## src/rtl/fc_rst_seq.sv

```systemverilog
// Power-good / reset sequencer: releases lan_powergood_rst_b, waits for clk_stable
// under a timeout, then releases core_rst_b after a microsecond-scaled delay.
module fc_rst_seq #(
  parameter int CYC_PER_US = 100,
  parameter int PG_DLY_US  = 10,
  parameter int RST_DLY_US = 5,
  parameter int ACK_TO_US  = 1000,
  parameter int CNT_W      = 16
) (
  input  logic       tb_clk,
  input  logic       tb_rst_b,
  input  logic       start,
  input  logic       clk_stable,
  input  logic       dis_timers,
  output logic       lan_powergood_rst_b,
  output logic       core_rst_b,
  output logic       seq_done,
  output logic       timeout_err,
  output logic [2:0] state
);

  localparam int PS_W = (CYC_PER_US > 1) ? $clog2(CYC_PER_US) : 1;
  localparam logic [PS_W-1:0]  PS_TC  = PS_W'(CYC_PER_US - 1);
  localparam logic [CNT_W-1:0] PG_LD  = CNT_W'(PG_DLY_US);
  localparam logic [CNT_W-1:0] RST_LD = CNT_W'(RST_DLY_US);
  localparam logic [CNT_W-1:0] ACK_LD = CNT_W'(ACK_TO_US);
  localparam logic [CNT_W-1:0] ONE    = CNT_W'(1);

  typedef enum logic [2:0] {
    IDLE     = 3'd0,
    PG_WAIT  = 3'd1,
    CLK_WAIT = 3'd2,
    RST_WAIT = 3'd3,
    DONE     = 3'd4,
    ERR      = 3'd5
  } state_t;

  state_t           cur_state;
  state_t           nxt_state;
  logic [PS_W-1:0]  ps_cnt;
  logic [CNT_W-1:0] us_cnt;
  logic [CNT_W-1:0] load_val;
  logic             dis_lat;
  logic             us_tick;
  logic             expired;
  logic             entering;
  logic             in_delay;

  assign us_tick  = (ps_cnt == PS_TC);
  // A zero-length delay is loaded as 0 and expires after a single cycle.
  assign expired  = (us_cnt == '0) || ((us_cnt == ONE) && us_tick);
  assign entering = (nxt_state != cur_state);
  assign in_delay = (cur_state == PG_WAIT) || (cur_state == CLK_WAIT) ||
                    (cur_state == RST_WAIT);

  always_ff @(posedge tb_clk or negedge tb_rst_b) begin
    if (!tb_rst_b) begin
      cur_state <= IDLE;
    end else begin
      cur_state <= nxt_state;
    end
  end

  always_comb begin
    nxt_state = cur_state;
    case (cur_state)
      IDLE:     if (start) nxt_state = PG_WAIT;
      PG_WAIT:  if (expired) nxt_state = CLK_WAIT;
      CLK_WAIT: begin
        if (clk_stable) begin
          nxt_state = RST_WAIT;
        end else if (expired) begin
          nxt_state = ERR;
        end
      end
      // Losing the clock outranks finishing the delay.
      RST_WAIT: begin
        if (!clk_stable) begin
          nxt_state = CLK_WAIT;
        end else if (expired) begin
          nxt_state = DONE;
        end
      end
      DONE:     if (!clk_stable) nxt_state = CLK_WAIT;
      ERR:      nxt_state = ERR;
      default:  nxt_state = IDLE;
    endcase
    if (!start) begin
      nxt_state = IDLE;
    end
  end

  // PG_WAIT is only entered from IDLE, so the live dis_timers is the value being latched.
  always_comb begin
    load_val = '0;
    case (nxt_state)
      PG_WAIT:  load_val = dis_timers ? ONE : PG_LD;
      CLK_WAIT: load_val = ACK_LD;
      RST_WAIT: load_val = dis_lat ? ONE : RST_LD;
      default:  load_val = '0;
    endcase
  end

  always_ff @(posedge tb_clk or negedge tb_rst_b) begin
    if (!tb_rst_b) begin
      ps_cnt <= '0;
      us_cnt <= '0;
    end else if (entering) begin
      ps_cnt <= '0;
      us_cnt <= load_val;
    end else if (in_delay) begin
      ps_cnt <= us_tick ? '0 : ps_cnt + 1'b1;
      if (us_tick && (us_cnt != '0)) begin
        us_cnt <= us_cnt - 1'b1;
      end
    end else begin
      ps_cnt <= '0;
      us_cnt <= '0;
    end
  end

  always_ff @(posedge tb_clk or negedge tb_rst_b) begin
    if (!tb_rst_b) begin
      dis_lat <= 1'b0;
    end else if ((cur_state == IDLE) && start) begin
      dis_lat <= dis_timers;
    end
  end

  // Outputs are decoded from the next state so they change on the transition edge.
  always_ff @(posedge tb_clk or negedge tb_rst_b) begin
    if (!tb_rst_b) begin
      lan_powergood_rst_b <= 1'b0;
      core_rst_b          <= 1'b0;
      seq_done            <= 1'b0;
      timeout_err         <= 1'b0;
    end else begin
      lan_powergood_rst_b <= (nxt_state == CLK_WAIT) || (nxt_state == RST_WAIT) ||
                             (nxt_state == DONE);
      core_rst_b          <= (nxt_state == DONE);
      seq_done            <= (nxt_state == DONE);
      timeout_err         <= (nxt_state == ERR);
    end
  end

  assign state = cur_state;

endmodule

```

## config.mk

```make
export PLATFORM = sky130hd
export DESIGN_NAME = fc_rst_seq
export DESIGN_NICKNAME = d
export VERILOG_FILES = /design/src/rtl/fc_rst_seq.sv
export SDC_FILE = /design/constraint.sdc
export NUM_CORES = 1
export LEC_CHECK = 0
export ABC_AREA = 1
export CAP_MARGIN = 20
export CORE_MARGIN = 2
export CORE_UTILIZATION = 40
export CTS_CLUSTER_SIZE = 8
export DETAILED_ROUTE_END_ITERATION = 16
export SLEW_MARGIN = 20
export SYNTH_ARGS = -nofsm -noshare
export SYNTH_HDL_FRONTEND = slang
export SYNTH_SLANG_ARGS = --single-unit
```

## constraint.sdc

```tcl
create_clock -name tb_clk -period 5.4 [get_ports tb_clk]
set_input_delay 1.08 -clock tb_clk [delete_from_list [all_inputs] [get_ports tb_clk]]
set_output_delay 1.08 -clock tb_clk [all_outputs]
set_load 0.02 [all_outputs]
```

=== After elaboration in Yosys (flattened, before gate mapping) ===
Index checks and enable logic that the tools add are counted.
W data, S select, Z words.

* Flip-flop bits (word level): 30
* Output and inout port bits: 7
* Bits of input ports: 5
* Logic and storage cells: 51

* Reduce and logical (&&, ||, !) cells: 11
* Multiplexer cells: 17
* Equality and inequality tests: 14
* Add/sub/neg operators: 2

{| class="wikitable"
|+ Operators with widths
! cell !! count
|-
| $mux W16 || 3
|-
| $pmux W10 S3 || 1
|-
| $mux W3 || 8
|-
| $mux W7 || 3
|-
| $pmux W3 S6 || 1
|-
| $eq A16 B1 Y1 const B || 1
|-
| $logic_not A16 Y1 || 1
|-
| $reduce_bool A16 Y1 || 1
|-
| $sub A16 B1 Y16 const B || 1
|-
| $eq A3 B2 Y1 const B || 4
|-
| $eq A3 B3 Y1 const B || 4
|-
| $add A7 B1 Y7 const B || 1
|-
| $eq A7 B7 Y1 const B || 1
|-
| $eq A3 B1 Y1 const B || 2
|-
| $logic_or A1 B1 Y1 || 5
|-
| $mux W4 || 1
|-
| $logic_and A1 B1 Y1 || 3
|-
| $logic_not A3 Y1 || 1
|-
| $ne A3 B2 Y1 const B || 1
|-
| $ne A3 B3 Y1 || 1
|}

=== Logic depth before layout (Yosys ltp) ===
* Word-level depth: 10
* Depth in mapped cells: 19
* Mapped depth without buffers: 19

=== Worst setup path after synthesis ===
No wires, ideal clock.

* Path type: input -> register
* Start point: in clk_stable
* End point: reg us_cnt[5]
* Data required time: 5.283 ns
* Path buffers: 1
* Arrival time: 2.133 ns
* Stages: 11
* Setup slack: 3.150 ns
* Setup time: 0.117 ns
* Path through: o211ai_1 nand2_2 nand2_2 nand2_1 nand2_2 nand3_4 nor2_4 nand3_2 buf_6 nand2_2 nand2_1

* Cells in the longest elaborated chain, start to end: 6
* Elaborated cells between the ends (all ways): 12
* Classes of those cells: 5 x eq/ne; 7 x mux

{| class="wikitable"
|+ Ends and longest elaborated chain
! what !! line !! RTL
|-
| start, declared || 13 || <nowiki>input logic clk_stable,</nowiki>
|-
| $mux W3, on equally long branches || 84, 70, 78 ||
|-
| $pmux W3 S6 * || 66 || <nowiki>case (cur_state)</nowiki>
|-
| $mux W3 * || 88 || <nowiki>if (!start) begin</nowiki>
|-
| $eq A3 B2 Y1 or $eq A3 B1 Y1 (tied branches) || 96 || <nowiki>case (nxt_state)</nowiki>
|-
| $pmux W10 S3 || 96 ||
|-
| $mux W16 || 108 || <nowiki>end else if (entering) begin</nowiki>
|-
| end signal, assigned || 110 || <nowiki>us_cnt <= load_val;</nowiki>
|-
| end signal, assigned || 114 || <nowiki>us_cnt <= us_cnt - 1'b1;</nowiki>
|-
| end, declared || 41 || <nowiki>logic [CNT_W-1:0] us_cnt;</nowiki>
|}

Mark *: on every way between the ends. The rest lies on a longest branch, timed or not.
A chain may end at the register's enable or synchronous reset.

=== Worst setup path in the final report ===
* Start point: in clk_stable
* End point: reg us_cnt[2]

Same word-level chain as after synthesis.

==> results_dict.tcl <==
set metrics [dict create \
    ant_nets 0 \
    grt_pass1_wl_um 7776 \
    worst_r2r_path_depth 15 \
    crit_slowest_cell "clkdlybuf4s50_1" \
    via_per_inst 4.790 \
    cap_violations 0 \
    ctsRootBufferMaster "clkbuf_8" \
    synth_seq_cells 30 \
    core_um2 5075 \
    clk_pin_slew_ns 0.06 \
    nets 284 \
    path_cells "clkdlybuf4s50_1, inv_1, nand3_1, nand2_1, inv_2, nand3_4, nand2_4, nand2_1, nand2_2, nor2_4, nand3_2, nand2_1, nand2_1" \
    routedWlPerCell_um 12.50 \
    vias 1662 \
    final.min_clock_period_ns 3.049 \
    cts_buffers 5 \
    dieArea_um2 5841 \
    setup_viol 0 \
    crit_type "in -> reg" \
    hp-start "ps_cnt[0]" \
    post-dp-hpwl_um 3149 \
    worst_pin_slew_ns 0.4506 \
    cp_max_fo 13 \
    post_cts_buffers 0 \
    end_kind "flop" \
    timing.rr.end "us_cnt[2]" \
    die-width_um 76.43 \
    syn-num-nets 271 \
    grt_pass1_vias 1671 \
    layout_setup_ws_ns 2.351 \
    cts_buffer_depth 2 \
    hold_viol_final 0 \
    crit_required_ns 5.57 \
    setup_tns_ns 0 \
    power_density_nw_per_um2 494.5 \
    ctsHoldBuffers 0 \
    synth_cells 263 \
    worstSkewPairLatency_ns 0.28 \
    yosysUniqueCellTypes 34 \
    synth_area_per_cell_um2 7.978 \
    power.share.switching 0.4964 \
    hold_depth 1 \
    synth_seq_area_share 0.3578 \
    grt_start_max_net_pins 31 \
    slew_headroom 0.6987 \
    synth_top_cells_by_area "dfrtp_1, nand2_1, nand3_1, nor2_1, nand2_4" \
    cp.arrival_ns 3.22 \
    clock-sinks 30 \
    routabilityCongestion 0.8042 \
    drc 0 \
    worstSetupStartpointType "primary input" \
    num_io_pins 12 \
    status "completed" \
    seqPwrFrac 0.268 \
    io_buffer_count 11 \
    die_h_um 76.43 \
    drv_slew 0 \
    antenna_found_initial 0 \
    cts-resized-gates 0 \
    grtUsageTotal 0.1664 \
    drtIter0Drc 62 \
    clockPowerShare 0.160 \
    crit_path_frequent_cell "nand2_1" \
    wirelength_um 4338 \
    power_mw 1.163 \
    diodes 0 \
    cp_slowest_stage_delay_ns 0.49 \
    yosys_warnings 0 \
    p_sw_mw 0.5774 \
    overflow 0 \
    reg2reg_slack_ns 2.67 \
    final_common_cell "nand2_1" \
    initial_utilization 0.4135 \
    clock-skew-final_ns 0.007004 \
    layout-drive-gt1-share 0.2130 \
    p_int_mw 0.5857 \
    ir_drop_mv 0.2461 \
    rsz0062_at_grt "no" \
    leakage_nw 1.158 \
    fmax_mhz 328.0 \
    min_path_type "reg -> reg" \
    yosysTopAreaCell "dfrtp_1" \
    rr_startpoint "us_cnt[0]" \
    pwr-share-comb 0.573 \
    dr.pass1.iters 4 \
    syn_area_um2 2098 \
    rows 26 \
    layout_common_cells "nand2_1, nor2_1, dfrtp_1" \
    dp_slack_ns 2.048 \
    final.period_utilization 0.5646 \
    min_to "ps_cnt[0]" \
    netlist.area_leader.share 0.3578 \
    cts_tree "done" \
    area_growth_pct 12.11 \
    ctsHtreeMaxLevel 2 \
]
-- worst max-delay path: cells and delay by family --
kind,cells,cell delay [ns]
buf+inv,3,0.72
simple gates,10,1.41
-- cell usage after synthesis (all sizes together) --
library cell	number
nor4	2
xnor2	6
nor3b	1
xor2	10
clkinv	1
o211ai	1
nand3	32
nor3	5
dfrtp	30
buf	4
a21oi	3
inv	23
o21a	1
nand2	79
nand3b	2
ha	3
nand4	10
nor2	45
o21ai	3
clkbuf	2
-- stage by stage --
step / util / hold slack, ns / instances / area, µm²
6_report: 0.4635 / 0.4710 / 347 / 2352
5_1_grt: 0.4635 / 0.4941 / 347 / 2352
4_1_cts: 0.4635 / 0.4761 / 347 / 2352
3_5_place_dp: 0.4455 / 0.4645 / 339 / 2261
3_3_place_gp: 0.4455 / 0.4670 / 339 / 2261
2_1_floorplan: - / 0.4412 / 263 / 2098
-- power by group through the flow --
stage	clock (mW)	combinational, mW	sequential (mW)
6_report	0.186	0.666	0.311
4_1_cts	0.193	0.674	0.310
5_1_grt	0.202	0.751	0.319
3_5_place_dp	0	0.670	0.314
3_3_place_gp	0	0.668	0.315
2_1_floorplan	0	0.555	0.313
-- worst max path at each step --
stage,start,to
4_1_cts,clk_stable,us_cnt[2]
2_1_floorplan,clk_stable,us_cnt[5]
5_1_grt,clk_stable,us_cnt[2]
3_5_place_dp,clk_stable,us_cnt[2]
6_report,clk_stable,us_cnt[2]
3_3_place_gp,clk_stable,us_cnt[0]
-- sequential cells by signal, summed over array words and instances, names as in the netlist --
register / flops
us_cnt: 16
ps_cnt: 7
state: 3
dis_lat: 1
lan_powergood_rst_b: 1
seq_done: 1
timeout_err: 1
-- cell type report --
type	instances	area [µm²]
multi-input cells	203	1215
flip-flops and latches	30	750.7
clock buffers	7	86.33
fillers	532	2723
clock inverters	1	5.005
repair buffers	12	117.6
inverters	24	90.09
well taps	70	87.58
-- layer usage --
metal | up-vias | global-route usage | routed length (µm)
met1 | 771 | 0.2272 | 2173
met2 | 22 | 0.2602 | 1955
met4 | 0 | 0.04909 | 54
met5 | - | 0 | 0
li1 | 864 | - | -
met3 | 5 | 0.04265 | 154
-- cell families after synthesis --
group / count (synthesis) / share of synthesized area
DFF: 30 / 0.3578
xor gates and xnor gates: 16 / 0.06678
AOI/OAI and AO/OA: 8 / 0.02684
buffers and inverters: 30 / 0.06320
and+or+nand+nor: 176 / 0.4675
adders and majority gates: 3 / 0.01789
Note: power is estimated with default switching activity, not from simulation.
